## config.mk

```make
export PLATFORM = sky130hd
export DESIGN_NAME = drac_led_sequencer
export DESIGN_NICKNAME = d
export VERILOG_FILES = /design/src/rtl/drac_led_sequencer.sv
export SDC_FILE = /design/constraint.sdc
export NUM_CORES = 1
export LEC_CHECK = 0
export ABC_AREA = 1
export CELL_PAD_IN_SITES_DETAIL_PLACEMENT = 0
export CELL_PAD_IN_SITES_GLOBAL_PLACEMENT = 1
export CORE_MARGIN = 1
export CORE_UTILIZATION = 45
export DETAILED_ROUTE_END_ITERATION = 7
export PLACE_DENSITY_LB_ADDON = 0.2
export SLEW_MARGIN = 25
export SYNTH_ARGS = -nofsm -noshare
export SYNTH_HDL_FRONTEND = slang
export SYNTH_SLANG_ARGS = --single-unit
```

## constraint.sdc

```tcl
create_clock -name sysclk -period 3.8 [get_ports sysclk]
set_input_delay 1.14 -clock sysclk [delete_from_list [all_inputs] [get_ports sysclk]]
set_output_delay 1.14 -clock sysclk [all_outputs]
set_load 0.01 [all_outputs]
```

## src/rtl/drac_led_sequencer.sv

```systemverilog
// rtl/drac_led_sequencer.sv - dRAC front-panel LED colour store, mode sequencer and ws2811 lookup
module drac_led_sequencer #(
    parameter int         NUM_LEDS     = 7,
    parameter int         SYSTEM_CLOCK = 49_152_000,
    parameter logic [3:0] ADDR_SPACE   = 4'hA
) (
    input  logic        sysclk,
    input  logic        reset,
    input  logic        enable,
    input  logic        fault,
    input  logic [15:0] reg_waddr,
    input  logic [31:0] reg_wdata,
    input  logic        reg_wen,
    input  logic [15:0] reg_raddr,
    output logic [31:0] reg_rdata,
    input  logic [3:0]  led_address,
    output logic [7:0]  red_out,
    output logic [7:0]  green_out,
    output logic [7:0]  blue_out
);

    localparam int TICK   = SYSTEM_CLOCK / 4;
    localparam int TCNT_W = (TICK > 1) ? $clog2(TICK) : 1;

    typedef enum logic [1:0] {
        MODE_CHASE = 2'd0,
        MODE_HOST  = 2'd1,
        MODE_BLINK = 2'd2,
        MODE_OFF   = 2'd3
    } mode_t;

    mode_t              mode, mode_n;
    logic [TCNT_W-1:0]  tcnt, tcnt_n;
    logic [3:0]         pos, pos_n;
    logic               phase, phase_n;
    logic [23:0]        color [NUM_LEDS];
    logic               tick, wsel, ctrl_wr, rsel;
    logic [23:0]        host_px, pixel;
    logic               unused_bits;

    assign unused_bits = ^reg_wdata[31:24];
    assign wsel    = reg_wen && (reg_waddr[15:12] == ADDR_SPACE) && (reg_waddr[11:4] == 8'd0);
    assign ctrl_wr = wsel && (reg_waddr[3:0] == 4'd0);
    assign rsel    = (reg_raddr[15:12] == ADDR_SPACE) && (reg_raddr[11:4] == 8'd0);
    assign tick    = (tcnt == TCNT_W'(TICK - 1));

    // A CTRL write restarts the pattern and overrides a coincident tick.
    always_comb begin
        mode_n  = mode;
        tcnt_n  = tcnt + 1'b1;
        pos_n   = pos;
        phase_n = phase;
        if (ctrl_wr) begin
            mode_n  = mode_t'(reg_wdata[1:0]);
            tcnt_n  = '0;
            phase_n = 1'b1;
            if (mode_t'(reg_wdata[1:0]) == MODE_CHASE)
                pos_n = 4'd1;
        end else if (tick) begin
            tcnt_n  = '0;
            phase_n = ~phase;
            pos_n   = (pos == 4'(NUM_LEDS - 1)) ? 4'd1 : pos + 4'd1;
        end
    end

    always_ff @(posedge sysclk or negedge reset) begin
        if (!reset) begin
            mode  <= MODE_CHASE;
            tcnt  <= '0;
            pos   <= 4'd1;
            phase <= 1'b1;
        end else begin
            mode  <= mode_n;
            tcnt  <= tcnt_n;
            pos   <= pos_n;
            phase <= phase_n;
        end
    end

    always_ff @(posedge sysclk or negedge reset) begin
        if (!reset) begin
            for (int i = 0; i < NUM_LEDS; i++)
                color[i] <= '0;
        end else begin
            for (int i = 0; i < NUM_LEDS; i++)
                if (wsel && reg_waddr[3:0] == 4'(i + 1))
                    color[i] <= reg_wdata[23:0];
        end
    end

    always_comb begin
        reg_rdata = '0;
        if (rsel) begin
            if (reg_raddr[3:0] == 4'd0)
                reg_rdata = {30'd0, mode};
            for (int i = 0; i < NUM_LEDS; i++)
                if (reg_raddr[3:0] == 4'(i + 1))
                    reg_rdata = {8'd0, color[i]};
        end
    end

    always_comb begin
        host_px = '0;
        for (int i = 0; i < NUM_LEDS; i++)
            if (led_address == 4'(i))
                host_px = color[i];
        pixel = '0;
        if (!enable) begin
            pixel = '0;
        end else if (fault) begin
            pixel = 24'h40_00_00;
        end else if (led_address < 4'(NUM_LEDS)) begin
            case (mode)
                MODE_CHASE: pixel = (led_address == pos) ? 24'h00_32_00 : 24'h0;
                MODE_HOST:  pixel = host_px;
                MODE_BLINK: pixel = phase ? host_px : 24'h0;
                default:    pixel = '0;
            endcase
        end
    end

    always_ff @(posedge sysclk or negedge reset) begin
        if (!reset) begin
            red_out   <= '0;
            green_out <= '0;
            blue_out  <= '0;
        end else begin
            {red_out, green_out, blue_out} <= pixel;
        end
    end

endmodule
```

Yosys cells after proc, flatten, opt, wreduce, memory -nomap -nowiden
Index checks and enable logic that the tools add are counted.
{ "totals": {"out_inout_bits": 56, "ff_bits": 223, "input_bits": 73, "elab_cells": 96} }
{ "classes": {"eq_ne": 28, "n_mux": 30, "bitwise": 1, "add_sub_neg": 2, "n_reduce_logical": 20, "order_cmp": 1} }
{ "op_table": {"columns": ["cell", "n"], "rows": [
  ["$mux 24", 13],
  ["$mux 32", 8],
  ["$pmux 24 s3", 1],
  ["$eq 4x3->1 const B", 12],
  ["$add 24x1->24 const B", 1],
  ["$eq 24x24->1 const B", 1],
  ["$eq 4x2->1 const B", 6],
  ["$logic_not 8->1", 2],
  ["$mux 4", 4],
  ["$mux 14", 1],
  ["$eq 4x1->1 const B", 3],
  ["$logic_not 4->1", 3],
  ["$logic_and 1x1->1", 11],
  ["$eq 4x4->1 const B", 2],
  ["$add 4x1->4 const B", 1],
  ["$eq 4x4->1", 1],
  ["$logic_not 2->1", 2],
  ["$lt 4x3->1 const B", 1],
  ["$eq 2x1->1 const B", 1],
  ["$eq 2x2->1 const B", 1],
  ["$mux 1", 2],
  ["$mux 2", 1],
  ["$ne 2x1->1 const B", 1],
  ["$reduce_and 2->1", 1],
  ["2 further kinds", 2]
]} }

Logic depth before layout (Yosys ltp)
Gate-level depths: netlist of the first run.
{ "logic_depth": {"ltp_word": 13, "ltp_mapped": 11, "ltp_nobuf": 10} }

Least setup slack after synthesis of the first run
No wires, ideal clock.
{ "synth_path": {"path_kind": "input port to output port", "from": "input reg_raddr[7]", "to": "output reg_rdata[20]", "path_stages": 7, "setup_slack_ns": 0.455, "t_required_ns": 2.660, "arrival_ns": 2.205, "cell_sequence": "or2_0 > nor4_1 > nand2_1 > buf_2 > a21oi_1 > nand2_1 > inv_1"} }
{ "synth_between": {"elab_chain_len": 3} }
{ "synth_lines": {"columns": ["element", "line_no", "source"], "rows": [
  ["start, declared", "14", "input logic [15:0] reg_raddr,"],
  ["$logic_not 8->1", "44", "assign rsel = (reg_raddr[15:12] == ADDR_SPACE) && (reg_raddr[11:4] == 8'd0);"],
  ["$logic_and 1x1->1", "44", null],
  ["$mux 32", "93", "if (rsel) begin"],
  ["end, declared", "15", "output logic [31:0] reg_rdata,"]
]} }
No other way between the ends.

Worst setup path in the final report of the first run
{ "layout_path": {"from": "input reg_raddr[9]", "to": "output reg_rdata[10]"} }
The elaborated chain is that of the path after synthesis.

==> out/results.tsv, run 1 <==
stage	metric	value	unit
clocking	clkSinkCount	223	
worst_setup_path	end_kind	primary output	
floorplanning	initial_utilization	45.7	%
yosys	ys.flop_type	dfrtp_1	
clocking	clkTransAtPathRegs	0.06	ns
pwr	peakVddDrop	0.414	mV
placed_design	place.gp.congestion	0.892	
yosys	ys_ff_latch	223	
cells_and_area	final_area	14500	um^2
clocking	clock_latency	0.54	ns
yosys	syn_area_per_cell	7.58	um^2
clocking	cts_root_buffer	clkbuf_16	
timing	rsz0062_at_grt	true	
grt	antenna_found_initial	0	
yosys	synth.top_cell.area_share	46.6	%
timing	hold_violations	0	
timing	period_share	99.1	%
yosys	synth.largest_area_cell	dfrtp_1	
grt	grt_usage	27.9	%
route	finalWirelength	36400	um
cells_and_area	filler_cell_count	2541	
timing	finalClockSkew	0.0199	ns
worst_setup_path	path_class	in2out	
route	via_per_inst	5.31	
floorplanning	fp.dieH	164	um
yosys	yosysMostFrequentCell	nand2_1	
min_path	hold_class	reg2reg	
cells_and_area	postLayoutCoreUtil	55.9	%
timing	layout_min_cycle_time	3.77	ns
floorplanning	core	26000	um^2
pwr	p_per_area	357	nW/um^2
timing	finalWorstSetupSlack	0.0329	ns
flow_run	drv_cap	0	
yosys	syn-instance-count	1567	
grt	grt_use_met3	3.52	%
timing	relSlewSlack	48.9	%
placed_design	place_hpwl	23400	um
route	post_drt_wl_per_cell	17.7	um
placed_design	port_buffers	112	
cells_and_area	diodes	0	
timing	setup_viol	0	
cells_and_area	drive_above_1_share	13.1	%
timing	whs	0.486	ns
worst_setup_path	cp.arrival	2.63	ns
placed_design	place_area	13600	um^2
route	drcViolationCount	2	
clocking	ctsHtreeMaxLevel	1	
floorplanning	rows	59	
worst_setup_path	startpoint_type	input port	
yosys	async_reset_ff_share	100	%
yosys	synth_enable_flop_cells	0	
cells_and_area	fin_nets	1778	
timing	slew_viol_final	0	
floorplanning	dieArea	27000	um^2
grt	met1_usage	37.0	%
clocking	cts_tree	built	
yosys	synthDistinctLibCells	43	
worst_setup_path	crit_path_max_fanout	5	
grt	busiest_layer	met2	
run_status	outcome	finished with violations	
grt	grt_pass1_vias	10591	
pwr	total_leakage_power	7.03	nW
yosys	netlist_area	11900	um^2
timing	fmax	265	MHz
placed_design	dpl_worst_slack	-0.638	ns
cells_and_area	area_growth	22.3	%
route	ant_nets	0	
yosys	synth_area_leaders	dfrtp_1 47%, nand2_1 13%, inv_1 6.9%	
clocking	numCtsBuffers	25	
route	firstDrtPassIters	7	
clocking	clk_path_buf_depth	3	
clocking	cts_hold_buf	0	
floorplanning	chipWidth	164	um
yosys	yosys_warnings	0	
grt	grt.met2_usage	48.0	%
grt	grt_pass1_wl	57900	um
timing	worst_pin_slew	0.766	ns
yosys	synthTopCellsByCount	412 x nand2_1, 221 x dfrtp_1, 217 x inv_1, 129 x o21ai_1, 103 x a21oi_1	
floorplanning	ios	129	
route	vias	10913	
yosys	yosysSeqAreaShare	47.0	%
worst_setup_path	cp.required	2.66	ns
grt	grt_max_degree	92	
route	drt_iter0_drc	838	
run_status	violations	DRC	
grt	overflow	0	
## through the flow
stage,cells,power (mW),TNS [ns]
floorplan,1574,2.58,0
global placement,2005,2.79,-13.53
detailed placement,2005,2.80,-13.82
CTS,2054,5.23,0
global route,2055,5.35,-0.301
finish,2055,5.19,0
## metal layers
layer / vias to the layer above / share of wire, %
met5: - / 0
li1: 5328 / -
met3: 56 / 6.3
met4: 0 / 2.3
met2: 337 / 48
met1: 5192 / 43
## what timing repair did
action                     in CTS  in global routing
setup endpoints to repair      24                 20
resized for setup             152                 28
buffers inserted                5                  1
cloned                          1                  0
pin swaps                      15                  8
## registers in the layout (all words and copies together) (netlist names)
signal	flops
color	168
tcnt	24
blue_out	8
green_out	8
red_out	8
pos	4
mode	2
phase	1
## placed cells by master (no fill, tap or decap), drive strengths merged
| cell type | synthesis | layout |
|---|---|---|
| o21a | 1 | 1 |
| o211ai | 1 | 1 |
| buf | 59 | 97 |
| nand4 | 50 | 50 |
| o21ai | 188 | 188 |
| or2 | 10 | 10 |
| nand3 | 77 | 77 |
| clkinv | 2 | 8 |
| a211oi | 2 | 2 |
| xor2 | 5 | 5 |
| clkdlybuf4s50 | 0 | 72 |
| nor3 | 15 | 15 |
| ha | 1 | 1 |
| nor2 | 101 | 101 |
| a21oi | 103 | 103 |
| inv | 220 | 221 |
| bufinv | 0 | 1 |
| nor3b | 1 | 1 |
| xnor2 | 7 | 7 |
| o2111ai | 1 | 1 |
| clkdlybuf4s15 | 0 | 2 |
| nand2 | 421 | 421 |
| conb | 1 | 8 |
| o22ai | 41 | 41 |
| nand3b | 2 | 2 |
| nor4 | 6 | 6 |
| dlygate4sd2 | 0 | 10 |
| o21bai | 1 | 1 |
| dfrtp | 221 | 221 |
| a21o | 1 | 1 |
| clkbuf | 25 | 41 |
| dfstp | 2 | 2 |
| and2 | 2 | 2 |
## power by group
group / total (mW) / switching, mW / internal (mW)
sequential: 2.40 / 0.0112 / 2.39
clock: 2.43 / 0.995 / 1.44
combinational: 0.360 / 0.228 / 0.132
total: 5.19 / 1.23 / 3.96
## final timing paths
path                              start  slack [ns]  depth (start not counted)       endpoint
min                          color[146]        0.49                          2     color[146]
min reg2reg                  color[146]        0.49                          2     color[146]
min in group asynchronous         reset        0.63                          1     color[146]
max in group asynchronous         reset        2.28                          2     color[100]
max                        reg_raddr[9]        0.03                         10  reg_rdata[10]
max reg2reg                     tcnt[0]        1.82                          8       tcnt[16]
## kinds of logic after synthesis
logic type / share of synthesized area, %
other cells: 0.0316
fa+ha+maj: 0.105
xor+xnor: 0.885
buf+inv: 11.7
flops: 47.0
compound gates: 15.3
simple gates: 25.0
## layout make-up
| class | instances | area (um^2) | share of cell area [%] |
|---|---|---|---|
| clock inverter | 8 | 68.8 | 0.474 |
| clock buffer | 35 | 753 | 5.18 |
| multi-input combinational | 1045 | 5080 | 35.0 |
| sequential | 223 | 5580 | 38.4 |
| tap | 335 | 419 | 2.88 |
| timing repair buffer | 187 | 1790 | 12.3 |
| inverter | 222 | 833 | 5.73 |
## worst max-delay path, stage by stage
cell and delay [ns]:
clkdlybuf4s50_1 0.41, nor4_2 0.17, buf_4 0.20, nand2_8 0.08, buf_12 0.15, buf_12 0.14, a21oi_2 0.10, nand2_1 0.06
inv_1 0.05, buf_2 0.12
Note: power is estimated with default switching activity, not from simulation.
==> run 2: changes to the inputs <==
--- a/config.mk
+++ b/config.mk
@@ -11,8 +11,8 @@
 export CORE_MARGIN = 1
 export CORE_UTILIZATION = 45
 export DETAILED_ROUTE_END_ITERATION = 7
+export HOLD_SLACK_MARGIN = 0.02
 export PLACE_DENSITY_LB_ADDON = 0.2
-export SLEW_MARGIN = 25
 export SYNTH_ARGS = -nofsm -noshare
 export SYNTH_HDL_FRONTEND = slang
 export SYNTH_SLANG_ARGS = --single-unit
==> constraint.sdc (replaced) <==
create_clock -name sysclk -period 3.8 [get_ports sysclk]
set_input_delay 0.76 -clock sysclk [delete_from_list [all_inputs] [get_ports sysclk]]
set_output_delay 0.76 -clock sysclk [all_outputs]
set_load 0.01 [all_outputs]
==> run 2 against run 1 <==
  * The run now ends clean
  * Register-to-register slack lost 0.10 ns
  * Hold slack lost 0.34 ns
  * Critical path depth unchanged
  * Worst setup slack gained 0.075 ns
  * Clock skew shrank 0.015 ns
  * Sequential power about the same
  * Sequential share of layout area increased by 0.90 points
  * Cell count fell by 1.5%
  * Fmax rose by 2.0%
  * Combinational power is 5% lower
  * Critical path type unchanged
==> out/results.tsv, run 2 (synthesis results as in run 1) <==
stage	metric	value	unit	change
placed_design	dpl.cell_count	1980		was 2005
grt	grt_use_met3	3.62	%	was 3.52%
clocking	cts_root_buffer	clkbuf_16		unchanged
grt	antenna_found_initial	0		unchanged
cells_and_area	regMostFlops	color		unchanged
min_path	hold_class	in2async		was reg2reg
grt	grt_max_degree	80		was 92
timing	whs	0.147	ns	was 0.486 ns
route	drcViolationCount	0		was 2
route	ant_nets	0		unchanged
worst_setup_path	cp_top_family	buffers and inverters		unchanged
timing	setup_viol	0		unchanged
grt	overflow	0		unchanged
grt	grt_usage	27.6	%	was 27.9%
run_status	outcome	completed		was finished with violations
grt	grt.met2_usage	46.1	%	was 48.0%
floorplanning	initial_utilization	45.7	%	unchanged
worst_setup_path	startpoint_type	input port		unchanged
worst_setup_path	cpMaxStageDelayCell	clkdlybuf4s50_1		unchanged
grt	grt_pass1_wl	57300	um	was 57900 um
cells_and_area	layout_common_cells	411 x nand2_1, 221 x dfrtp_1, 216 x inv_1		was 405 x nand2_1, 221 x dfrtp_1, 211 x inv_1
cells_and_area	drive_above_1_share	7.81	%	was 13.1%
floorplanning	dieArea	27000	um^2	unchanged
timing	slew_viol_final	0		unchanged
pwr	total_leakage_power	6.82	nW	was 7.03 nW
pwr	peakVddDrop	0.341	mV	was 0.414 mV
worst_setup_path	cp_common_cell	nand2_1		was buf_12
worst_setup_path	r2r-end	phase		was tcnt[16]
timing	finalClockSkew	0.00538	ns	was 0.0199 ns
floorplanning	fp.dieH	164	um	unchanged
cells_and_area	largest_reg_flops	168		unchanged
worst_setup_path	path_buf_inv	5		was 6
route	via_per_inst	5.32		was 5.31
floorplanning	chipWidth	164	um	unchanged
floorplanning	core	26000	um^2	unchanged
timing	fmax	271	MHz	was 265 MHz
clocking	clkTransAtPathRegs	0.06	ns	about the same
placed_design	place.gp.congestion	0.836		was 0.892
placed_design	place_area	13300	um^2	was 13600 um^2
route	finalWirelength	35800	um	was 36400 um
flow_run	drv_cap	0		unchanged
cells_and_area	final_common_cell	nand2_1		unchanged
worst_setup_path	cp.required	3.04	ns	was 2.66 ns
route	post_drt_wl_per_cell	17.7	um	about the same
clocking	cts_tree	built		unchanged
placed_design	place_hpwl	22800	um	was 23400 um
route	firstDrtPassIters	5		was 7
cells_and_area	diodes	0		unchanged
route	vias	10777		was 10913
worst_setup_path	rrSetupSlack	1.72	ns	was 1.82 ns
clocking	clkSinkCount	223		unchanged
cells_and_area	final_area	14200	um^2	was 14500 um^2
timing	layout_min_cycle_time	3.69	ns	was 3.77 ns
pwr	power	5.22	mW	was 5.19 mW
worst_setup_path	end_kind	primary output		unchanged
worst_setup_path	crit_path_max_fanout	8		was 5
worst_setup_path	crit_chain	clkdlybuf4s50_1 -> nor2_2 -> nand2_1 -> inv_1 -> buf_4 -> nand2_1 -> o2111ai_1 -> nand2_1 -> inv_1 -> clkdlybuf4s50_1		was clkdlybuf4s50_1 -> nor4_2 -> buf_4 -> nand2_8 -> buf_12 -> buf_12 -> a21oi_2 -> nand2_1 -> inv_1 -> buf_2
grt	met1_usage	37.3	%	was 37.0%
timing	worst_pin_slew	0.679	ns	was 0.766 ns
clocking	clk_path_buf_depth	3		unchanged
timing	period_share	97.2	%	was 99.1%
cells_and_area	top_regs	color: 168 flops, tcnt: 24 flops		unchanged
worst_setup_path	r2r_cells	8		unchanged
clocking	numCtsBuffers	26		was 25
route	drt_iter0_drc	940		was 838
grt	busiest_layer	met2		unchanged
worst_setup_path	critical-path-max-stage-delay	0.55	ns	was 0.41 ns
clocking	ctsHtreeMaxLevel	1		unchanged
clocking	clock_latency	0.54	ns	about the same
floorplanning	ios	129		unchanged
pwr	p_per_area	368	nW/um^2	was 357 nW/um^2
grt	grt_pass1_vias	10541		was 10591
timing	hold_violations	0		unchanged
worst_setup_path	r2r_start	tcnt[0]		unchanged
floorplanning	rows	59		unchanged
worst_setup_path	cp.arrival	2.93	ns	was 2.63 ns
worst_setup_path	path_class	in2out		unchanged
placed_design	port_buffers	112		unchanged
timing	relSlewSlack	54.8	%	was 48.9%
cells_and_area	area_growth	19.6	%	was 22.3%
cells_and_area	final_cells	2025		was 2055
clocking	cts_setup_buffers	0		was 5
cells_and_area	fin_nets	1747		was 1778
cells_and_area	filler_cell_count	2547		was 2541
==> run 2: cell count changes in the layout (fill, tap and decap cells not counted), sizes merged, moves of 4 or more <==
cell,previous run,this run
clkbuf,41,37
clkdlybuf4s50,72,107
dlymetal6s2s,0,4
buf,97,44
dlygate4sd2,10,0
==> run 2: per-stage QoR <==
step	TNS (ns)	utilization (%)	setup WS, ns
6_report	0	54.6	0.108
5_1_grt	-0.0179	54.6	-0.0133
4_1_cts	0	54.5	0.0645
3_5_place_dp	0	51.3	0.0772
3_3_place_gp	0	51.3	0.0735
2_1_floorplan	0	-	1.21
==> run 2: layout make-up <==
cell class,count,area [um^2],area share (%)
flip-flops and latches,223,5580,39.3
multi-input cells,1045,4960,34.9
repair buffers,155,1560,11.0
inverters,222,837,5.89
clock buffers,37,732,5.15
well taps,335,419,2.95
clock inverters,8,104,0.731
==> run 2: metal layers <==
layer	wire length, um	part of all wire (%)	vias to the layer above
li1	-	-	5265
met5	0	0	-
met1	15900	44	5110
met2	16900	47	339
met3	2140	6.0	63
met4	940	2.6	0
==> run 2: how the worst max path moves through the flow <==
stage | cells past startpoint | endpoint | start
after floorplan | 7 | reg_rdata[20] | reg_raddr[7]
after global routing | 10 | reg_rdata[22] | reg_raddr[3]
after detailed placement | 11 | reg_rdata[1] | reg_raddr[0]
final | 10 | reg_rdata[22] | reg_raddr[3]
after CTS | 11 | reg_rdata[22] | reg_raddr[2]
after global placement | 13 | reg_rdata[0] | reg_raddr[0]
==> run 2: power by group <==
group / switching [mW] / internal, mW
Clock: 1.01 / 1.47
Sequential: 0.0112 / 2.39
Combinational: 0.221 / 0.121
Total: 1.25 / 3.98
==> run 2: worst register-to-register path, stage by stage, from the launching register on <==
cell	delay (ns)
dfrtp_1	0.40
ha_1	0.21
nand3_1	0.18
nor3_4	0.24
nand3_1	0.11
nor2_1	0.34
inv_1	0.26
o21a_1	0.22
nand2_1	0.06
==> run 2: timing repair <==
item | CTS | global route
hold buffers | 0 | 0
gates resized for setup | 0 | 13
endpoints found under the setup margin | 0 | 17
endpoints found under the hold margin | 0 | 0
==> run 3: changes to the inputs <==
--- a/config.mk
+++ b/config.mk
@@ -8,11 +8,13 @@
 export ABC_AREA = 1
 export CELL_PAD_IN_SITES_DETAIL_PLACEMENT = 0
 export CELL_PAD_IN_SITES_GLOBAL_PLACEMENT = 1
+export CORE_ASPECT_RATIO = 0.8
 export CORE_MARGIN = 1
 export CORE_UTILIZATION = 45
 export DETAILED_ROUTE_END_ITERATION = 7
 export HOLD_SLACK_MARGIN = 0.02
 export PLACE_DENSITY_LB_ADDON = 0.2
+export REMOVE_ABC_BUFFERS = 1
 export SYNTH_ARGS = -nofsm -noshare
 export SYNTH_HDL_FRONTEND = slang
 export SYNTH_SLANG_ARGS = --single-unit
==> run 3 against run 2 <==
  * Clock-buffer cell count fell by 2
  * Global-route usage shrank 0.58 points
  * Combinational power is essentially flat
  * Largest power group is now sequential cells
  * Register-to-register slack worse by 0.09 ns
  * Utilization up 0.24 points
  * Via count fell by 0.37%
  * Sequential share of layout area up 0.36 points
  * Fmax up 0.98%
  * Critical endpoint is now reg_rdata[0]
  * Sequential power hardly changed
  * Clock power decreased by 11%
  * Die area about the same
==> out/results.tsv, run 3 (synthesis results as in run 1) <==
stage	metric	value	unit	change
cells_and_area	fin_nets	1743		was 1747
cells_and_area	largest_reg_flops	168		unchanged
timing	hold_violations	0		unchanged
worst_setup_path	end_kind	primary output		unchanged
route	post_drt_wl_per_cell	17.5	um	was 17.7 um
timing	finalSetupTns	0	ns	unchanged
min_path	hold_class	in2async		unchanged
grt	grt_max_degree	100		was 80
route	drt_iter0_drc	884		was 940
worst_setup_path	startpoint_type	input port		unchanged
timing	rsz0062_at_grt	false		
clocking	clk_path_buf_depth	3		unchanged
timing	slew_viol_final	0		unchanged
worst_setup_path	r2r_start	tcnt[0]		unchanged
route	via_per_inst	5.28		was 5.32
grt	overflow	0		unchanged
grt	antenna_found_initial	0		unchanged
timing	finalClockSkew	0.0153	ns	was 0.00538 ns
worst_setup_path	path_depth	11		was 10
cells_and_area	diodes	0		unchanged
worst_setup_path	cp.arrival	2.90	ns	was 2.93 ns
pwr	p_per_area	352	nW/um^2	was 368 nW/um^2
worst_setup_path	cpMaxStageDelayCell	clkdlybuf4s50_1		unchanged
worst_setup_path	r2r_cells	8		unchanged
worst_setup_path	r2r-end	phase		unchanged
cells_and_area	top_regs	color: 168 flops, tcnt: 24 flops		unchanged
floorplanning	dieArea	27100	um^2	was 27000 um^2
run_status	outcome	completed		unchanged
pwr	power	4.95	mW	was 5.22 mW
floorplanning	fp.dieH	147	um	was 164 um
grt	grt_usage	27.0	%	was 27.6%
cells_and_area	multi_input_area	4970	um^2	was 4960 um^2
cells_and_area	final_area	14100	um^2	was 14200 um^2
cells_and_area	regMostFlops	color		unchanged
cells_and_area	drive_above_1_share	7.49	%	was 7.81%
worst_setup_path	critical-path-max-stage-delay	0.52	ns	was 0.55 ns
route	ant_nets	0		unchanged
worst_setup_path	path_buf_inv	3		was 5
route	finalWirelength	35600	um	was 35800 um
placed_design	place.gp.congestion	0.853		was 0.836
worst_setup_path	path_class	in2out		unchanged
timing	period_share	96.2	%	was 97.2%
placed_design	place_area	13300	um^2	about the same
cells_and_area	layout_common_cells	410 x nand2_1, 221 x dfrtp_1, 216 x inv_1		was 411 x nand2_1, 221 x dfrtp_1, 216 x inv_1
clocking	clock_latency	0.52	ns	was 0.54 ns
pwr	total_leakage_power	6.71	nW	was 6.82 nW
timing	worst_pin_slew	0.850	ns	was 0.679 ns
clocking	cts_hold_buf	0		unchanged
clocking	ctsHtreeMaxLevel	1		unchanged
floorplanning	chipWidth	184	um	was 164 um
timing	layout_min_cycle_time	3.66	ns	was 3.69 ns
route	firstDrtPassIters	5		unchanged
cells_and_area	filler_cell_count	2487		was 2547
worst_setup_path	startpoint	reg_raddr[2]		was reg_raddr[3]
placed_design	place_hpwl	22300	um	was 22800 um
floorplanning	core	25600	um^2	was 26000 um^2
worst_setup_path	rrSetupSlack	1.63	ns	was 1.72 ns
cells_and_area	seqCellArea	5580	um^2	unchanged
cells_and_area	area_growth	18.5	%	was 19.6%
worst_setup_path	endpoint	reg_rdata[0]		was reg_rdata[22]
clocking	clkSinkCount	223		unchanged
worst_setup_path	crit_path_max_fanout	5		was 8
worst_setup_path	cp.required	3.04	ns	about the same
floorplanning	ios	129		unchanged
flow_run	drv_cap	0		unchanged
cells_and_area	final_common_cell	nand2_1		unchanged
clocking	cts_root_buffer	clkbuf_16		unchanged
clocking	numCtsBuffers	24		was 26
grt	grt_pass1_wl	57100	um	was 57300 um
timing	whs	0.252	ns	was 0.147 ns
grt	grt_pass1_vias	10328		was 10541
timing	setup_viol	0		unchanged
timing	fmax	274	MHz	was 271 MHz
route	drcViolationCount	0		unchanged
floorplanning	initial_utilization	46.3	%	was 45.7%
worst_setup_path	cp_top_family	buffers and inverters		unchanged
timing	relSlewSlack	43.2	%	was 54.8%
clocking	clkTransAtPathRegs	0.06	ns	about the same
placed_design	dpl_worst_slack	0.0213	ns	was 0.0772 ns
timing	finalWorstSetupSlack	0.144	ns	was 0.108 ns
route	vias	10737		was 10777
clocking	cts_tree	built		unchanged
floorplanning	rows	52		was 59
pwr	peakVddDrop	0.389	mV	was 0.341 mV
worst_setup_path	crit_chain	clkdlybuf4s50_1 -> nor2_2 -> nand2_2 -> o21ai_0 -> nor2_1 -> nand2_1 -> o21ai_0 -> nand3_1 -> nand2_1 -> inv_1 -> clkdlybuf4s50_1		was clkdlybuf4s50_1 -> nor2_2 -> nand2_1 -> inv_1 -> buf_4 -> nand2_1 -> o2111ai_1 -> nand2_1 -> inv_1 -> clkdlybuf4s50_1
placed_design	port_buffers	112		unchanged
-- run 3: how the worst min path moves through the flow --
stage	to	slack, ns	depth (start not counted)
finish	color[9]	0.25	1
global route	color[9]	0.35	1
CTS	pos[3]	0.33	1
detailed placement	color[147]	0.47	2
global placement	color[0]	0.46	2
floorplan	color[124]	0.45	2
-- run 3: where the power goes --
group          switching, mW  internal, mW  leakage (nW)
clock                  0.952          1.26         0.354
combinational          0.223         0.121          3.31
sequential            0.0113          2.39          3.04
total                   1.19          3.76          6.71
-- run 3: per-layer routing --
| layer | track usage [%] | vias up | part of all wire, % |
|---|---|---|---|
| li1 | - | 5247 | - |
| met1 | 39.7 | 5108 | 48 |
| met2 | 41.9 | 333 | 44 |
| met3 | 3.92 | 49 | 6.1 |
| met4 | 6.29 | 0 | 1.8 |
| met5 | 0 | - | 0 |
-- run 3: worst register-to-register path, cell delays in order (launching register included) --
cell and delay, ns:
dfrtp_1 0.43, ha_1 0.22, nand3_1 0.17, nor3_4 0.26, nand3_1 0.11, nor2_1 0.36, inv_1 0.27, o21a_1 0.23
nand2_1 0.05
-- run 3: cell type report --
type                    instances  area share [%]
multi-input cells            1045            35.3
repair buffers                153            10.8
clock inverters                 5           0.196
well taps                     351            3.12
flip-flops and latches        223            39.7
inverters                     222            5.92
clock buffers                  35            4.93
-- run 3: metrics by stage --
| step | std cells | utilization (%) |
|---|---|---|
| 2_1_floorplan | 1490 | - |
| 3_3_place_gp | 1990 | 51.8 |
| 3_5_place_dp | 1990 | 51.8 |
| 4_1_cts | 2030 | 54.6 |
| 5_1_grt | 2034 | 54.9 |
| 6_report | 2034 | 54.9 |
-- run 3: repair_timing --
item                       CTS  global route
buffers inserted             0             4
resized for setup            0             9
setup endpoints to repair    0            24
